`src/rtl/debug_display_scanner.sv`:
```
// Debug front end for the register-file display port: two debounced buttons step the
// register index, and the sampled register value is scanned out as hex on a common-anode display.
module debug_display_scanner #(
  parameter int p_data_width      = 16,
  parameter int p_address_width   = 3,
  parameter int p_digit_period    = 50000,
  parameter int p_debounce_cycles = 500000
) (
  input  logic                       i_w_clk,
  input  logic                       i_w_reset,
  input  logic                       i_w_btn_next,
  input  logic                       i_w_btn_prev,
  input  logic [p_data_width-1:0]    i_w_disp_data,
  output logic [p_address_width-1:0] o_w_disp_address,
  output logic [p_address_width-1:0] o_w_leds,
  output logic [p_data_width/4-1:0]  o_r_anode,
  output logic [6:0]                 o_r_segments
);

  localparam int lp_digits = p_data_width / 4;
  localparam int lp_pc_w   = $clog2(p_digit_period);
  localparam int lp_dig_w  = (lp_digits > 1) ? $clog2(lp_digits) : 1;
  localparam int lp_db_w   = $clog2(p_debounce_cycles);

  localparam logic [lp_pc_w-1:0]  lp_period_last = lp_pc_w'(p_digit_period - 1);
  localparam logic [lp_dig_w-1:0] lp_digit_last  = lp_dig_w'(lp_digits - 1);
  localparam logic [lp_db_w-1:0]  lp_db_last     = lp_db_w'(p_debounce_cycles - 1);

  function automatic logic [6:0] f_hex_segments(input logic [3:0] i_nibble);
    case (i_nibble)
      4'h0: f_hex_segments = 7'b1000000;
      4'h1: f_hex_segments = 7'b1111001;
      4'h2: f_hex_segments = 7'b0100100;
      4'h3: f_hex_segments = 7'b0110000;
      4'h4: f_hex_segments = 7'b0011001;
      4'h5: f_hex_segments = 7'b0010010;
      4'h6: f_hex_segments = 7'b0000010;
      4'h7: f_hex_segments = 7'b1111000;
      4'h8: f_hex_segments = 7'b0000000;
      4'h9: f_hex_segments = 7'b0010000;
      4'hA: f_hex_segments = 7'b0001000;
      4'hB: f_hex_segments = 7'b0000011;
      4'hC: f_hex_segments = 7'b1000110;
      4'hD: f_hex_segments = 7'b0100001;
      4'hE: f_hex_segments = 7'b0000110;
      default: f_hex_segments = 7'b0001110;
    endcase
  endfunction

  // Button bit 0 = next, bit 1 = prev
  logic [1:0]               r_sync_a;
  logic [1:0]               r_sync_b;
  logic [1:0]               r_deb;
  logic [lp_db_w-1:0]       r_db_cnt [0:1];
  logic [1:0]               w_accept;
  logic [1:0]               w_press;

  logic [p_address_width-1:0] r_index;
  logic [lp_pc_w-1:0]         r_period;
  logic [lp_dig_w-1:0]        r_digit;
  logic [p_data_width-1:0]    r_snapshot;
  logic                       r_load;

  logic                       w_period_last;
  logic                       w_digit_last;
  logic [3:0]                 w_nibble;
  logic [lp_digits-1:0]       w_onehot;

  // Accepting a new debounced level of 1 is exactly the 0->1 press event
  always_comb begin
    w_accept = '0;
    w_press  = '0;
    for (int b = 0; b < 2; b++) begin
      w_accept[b] = (r_sync_b[b] != r_deb[b]) && (r_db_cnt[b] == lp_db_last);
      w_press[b]  = w_accept[b] && r_sync_b[b];
    end
  end

  always_ff @(posedge i_w_clk or posedge i_w_reset) begin
    if (i_w_reset) begin
      r_sync_a    <= '0;
      r_sync_b    <= '0;
      r_deb       <= '0;
      r_db_cnt[0] <= '0;
      r_db_cnt[1] <= '0;
    end else begin
      r_sync_a <= {i_w_btn_prev, i_w_btn_next};
      r_sync_b <= r_sync_a;
      for (int b = 0; b < 2; b++) begin
        if (r_sync_b[b] == r_deb[b]) begin
          r_db_cnt[b] <= '0;
        end else if (w_accept[b]) begin
          r_deb[b]    <= r_sync_b[b];
          r_db_cnt[b] <= '0;
        end else begin
          r_db_cnt[b] <= r_db_cnt[b] + lp_db_w'(1);
        end
      end
    end
  end

  // Power-of-two register count makes the wrap a natural overflow
  always_ff @(posedge i_w_clk or posedge i_w_reset) begin
    if (i_w_reset) begin
      r_index <= '0;
    end else if (w_press[0] && !w_press[1]) begin
      r_index <= r_index + p_address_width'(1);
    end else if (w_press[1] && !w_press[0]) begin
      r_index <= r_index - p_address_width'(1);
    end
  end

  assign o_w_disp_address = r_index;
  assign o_w_leds         = r_index;

  assign w_period_last = (r_period == lp_period_last);
  assign w_digit_last  = (r_digit == lp_digit_last);
  assign w_nibble      = r_snapshot[4*r_digit +: 4];
  assign w_onehot      = lp_digits'(1) << r_digit;

  // Snapshot only reloads at a scan wrap so one scan never mixes two register values
  always_ff @(posedge i_w_clk or posedge i_w_reset) begin
    if (i_w_reset) begin
      r_period     <= '0;
      r_digit      <= '0;
      r_snapshot   <= '0;
      r_load       <= 1'b1;
      o_r_anode    <= '1;
      o_r_segments <= '1;
    end else begin
      r_period <= w_period_last ? '0 : r_period + lp_pc_w'(1);
      if (w_period_last) begin
        r_digit <= w_digit_last ? '0 : r_digit + lp_dig_w'(1);
      end
      if (r_load || (w_period_last && w_digit_last)) begin
        r_snapshot <= i_w_disp_data;
      end
      r_load       <= 1'b0;
      o_r_anode    <= ~w_onehot;
      o_r_segments <= f_hex_segments(w_nibble);
    end
  end

endmodule

```
`config.mk`:
```
export PLATFORM = sky130hd
export DESIGN_NAME = debug_display_scanner
export DESIGN_NICKNAME = d
export VERILOG_FILES = /design/src/rtl/debug_display_scanner.sv
export SDC_FILE = /design/constraint.sdc
export NUM_CORES = 1
export LEC_CHECK = 0
export ABC_AREA = 0
export ABC_CLOCK_PERIOD_IN_PS = 3400
export CAP_MARGIN = 20
export CORE_MARGIN = 2
export CORE_UTILIZATION = 50
export CTS_CLUSTER_SIZE = 8
export DETAILED_ROUTE_END_ITERATION = 8
export GPL_TIMING_DRIVEN = 1
export PLACE_DENSITY = 0.79
export SYNTH_ARGS = -nofsm -noshare
export SYNTH_HDL_FRONTEND = slang
export SYNTH_SLANG_ARGS = --single-unit
```
`constraint.sdc`:
```
create_clock -name i_w_clk -period 3.4 [get_ports i_w_clk]
set_input_delay 0.85 -clock i_w_clk [delete_from_list [all_inputs] [get_ports i_w_clk]]
set_output_delay 0.85 -clock i_w_clk [all_outputs]
set_load 0.05 [all_outputs]
```
==> out/results.tsv <==
metric	value	unit
status	finished, final reports clean	
R2R setup slack	0.68	ns
required time of the critical path	3.68	ns
cells along the critical path	nand3_1, or4b_2, nor3_1, and3b_1, ha_1, inv_1, fa_1, xor2_1, nor2_1, xor2_1	
hold buffers post-CTS	0	
routed len/inst	14.6	um
final total power	2180	uW
largest cells by area after synthesis	dfrtp_1 45%, dfstp_2 7.0%, xnor2_1 4.8%	
Synth Area per Inst	11.3	sq um
Most common cell on crit path	xor2_1	
largest net degree at the start of global routing	59	
gp weighted congestion	0.869	
Antenna Nets Post-Route	0	
Setup TNS	0	ns
vias per cell	5.55	
Setup WS pre-CTS	0.681	ns
drt first pass iters	4	
PostCTS Resize Cnt	0	
final setup fails	0	
top post-synthesis cells by count	81 x dfrtp_1, 46 x nor2_1, 25 x xnor2_1, 21 x inv_1, 21 x nand2_1	
number of buffers created by CTS	9	
I/O pins	37	
CP max stage cell	or4b_2	
DIE AREA	0.00985	sq mm
Nets	483	
async set-or-reset flop fraction in the synthesized netlist	1.00	
Synth Register Bits	93	
Pleak	0.00219	uW
Synth warnings	0	
post-DP HPWL	5740	um
gr usage total	0.180	
CP peak stage delay	0.68	ns
critical setup path kind	register to register	
EDFF count, synth	0	
Worst-Margin Slew	0.606	ns
Reg2Reg Capture Point	o_w_disp_address[2]$_DFFE_PP0P_	
arrival time at the worst endpoint	3.00	ns
# diodes	0	
hold_ws	0.354	ns
Post-Syn Instances	403	
setup slack after layout	0.684	ns
Setup crit end kind	register	
Fillers	728	
grt ovf	0	
count of cell types in the netlist	50	
Worst Hold Depth	0	
IR drop worst, VDD	0.000215	V
clock sink count	93	
Clock Tree Buf Depth	2	
CP Buf/Inv Count	1	
FP Rows	34	
via count	3113	
Max Slew Vio Count	0	
Synth Net Count	438	
Cell Pwr Density	415	mW/mm^2
TritonCTS clock tree	yes	
initial DRC count	108	
CORE AREA	0.00876	sq mm
area grow syn2layout	16.0	%
Hold Path Sink	r_sync_b[0]$_DFF_PP0_	
count leader, synth	dfrtp_1	
effective utilization at floorplan	0.517	
post-synthesis sequential area ratio	0.517	
top cell type's share of synthesized area	0.447	
Fmax achieved	368	MHz
critical path's top delay family	simple AND/OR/NAND/NOR gates	
top_reg_cell synth	dfrtp_1	
Setup Fix Bufs, Post-CTS	0	
Worst Clk Skew	0.00824	ns
Port Buffers	36	
Hold Path Class	register to register	
final wirelength	8200	um
final worst-path cycle share	0.799	
clock root cell	clkbuf_8	
clock-pin slew on the worst setup and hold paths	0.09	ns
Clock Latency Late Sink	0.36	ns
hold_sp	r_sync_a[0]$_DFF_PP0_	
headroom to the max-slew limit	0.595	
Hold Fails Final Rpt	0	
post-route minimum period	2.72	ns
RSZ-0062 raised after global routing	no	
largest area contributor in the netlist	dfrtp_1	
FF-to-FF path depth	10	
first-pass GRT wire length	14400	um
initial antenna violation count	0	
Mapped Area	0.00453	sq mm
die width	99.2	um
vias in the first global route	3208	
share of cells above drive strength 1	0.172	
crit path launch type	register	
CP max FO	4	
H-tree depth	3	
# DRC	0	
fin util	0.600	
Die Y-Extent	99.2	um
number of max-cap violations	0	
Worst R2R Start	r_db_cnt[35]$_DFF_PP0_	
per-stage QoR:
stage / instances / instance area, sq um
final: 561 / 5260
after global routing: 561 / 5260
after CTS: 559 / 5230
after detailed placement: 543 / 5020
after global placement: 543 / 5020
after floorplan: 403 / 4530
how the worst max path moves through the flow:
stage,from,to,depth (start not counted)
after floorplan,i_w_reset,o_w_disp_address[0]$_DFFE_PP0P_,1
after global placement,r_db_cnt[34]$_DFF_PP0_,o_w_disp_address[2]$_DFFE_PP0P_,10
after detailed placement,r_db_cnt[35]$_DFF_PP0_,o_w_disp_address[2]$_DFFE_PP0P_,10
after CTS,r_db_cnt[35]$_DFF_PP0_,o_w_disp_address[2]$_DFFE_PP0P_,10
after global routing,r_db_cnt[34]$_DFF_PP0_,o_w_disp_address[2]$_DFFE_PP0P_,10
final,r_db_cnt[35]$_DFF_PP0_,o_w_disp_address[2]$_DFFE_PP0P_,10
logic make-up after synthesis:
logic type,share of synthesized area
AND/OR/NAND/NOR,0.189
flip-flops,0.517
XOR/XNOR,0.0811
AO/OA/AOI/OAI,0.0555
buffers and inverters,0.0317
multiplexers,0.0825
adder cells (fa/ha/maj),0.0430
other,0.000827
where the power goes:
| group | switching [uW] | internal, uW | leakage [uW] |
|---|---|---|---|
| clock | 383 | 382 | 0.000110 |
| combinational | 133 | 108 | 0.000894 |
| sequential | 21.7 | 1160 | 0.00119 |
flip-flops by register name, indices dropped and copies added (netlist names):
name	flops
r_db_cnt	38
r_period	16
r_snapshot	16
o_r_segments	7
o_r_anode	4
o_w_disp_address	3
r_deb	2
r_digit	2
r_sync_a	2
r_sync_b	2
r_load	1
cells in the final DEF, fill, tap and decap left out, types with 4 or more instances in the layout:
cell type / instances
nor4_1: 10
mux4_2: 4
nand2_1: 21
mux2_2: 11
o31ai_1: 6
nor2_1: 46
o21ai_0: 8
dfrtp_1: 81
or3_1: 6
ha_1: 14
xnor2_1: 25
xor2_1: 17
or4_1: 5
nand3_1: 20
buf_4: 7
inv_1: 20
nand4_1: 15
dfstp_2: 12
a21oi_1: 12
nor3_1: 6
clkdlybuf4s50_1: 36
mux2_4: 10
clkbuf_8: 11
final cells by class:
| class | count | area [sq um] | area share |
|---|---|---|---|
| clock buffers | 11 | 151 | 0.0288 |
| clock inverters | 5 | 57.6 | 0.0109 |
| inverters | 21 | 80.1 | 0.0152 |
| multi-input cells | 278 | 2050 | 0.389 |
| flip-flops and latches | 93 | 2340 | 0.445 |
| well taps | 108 | 135 | 0.0257 |
| repair buffers | 45 | 445 | 0.0847 |
layer usage:
layer / part of all wire / wire length [um] / vias to the layer above / track usage
met4: 0.018 / 147 / 0 / 0.0717
met3: 0.025 / 209 / 8 / 0.0344
met1: 0.45 / 3670 / 1562 / 0.230
li1: - / - / 1498 / -
met5: 0 / 0 / - / 0
met2: 0.51 / 4170 / 45 / 0.302
No activity file was read; power rests on OpenSTA's default activity.
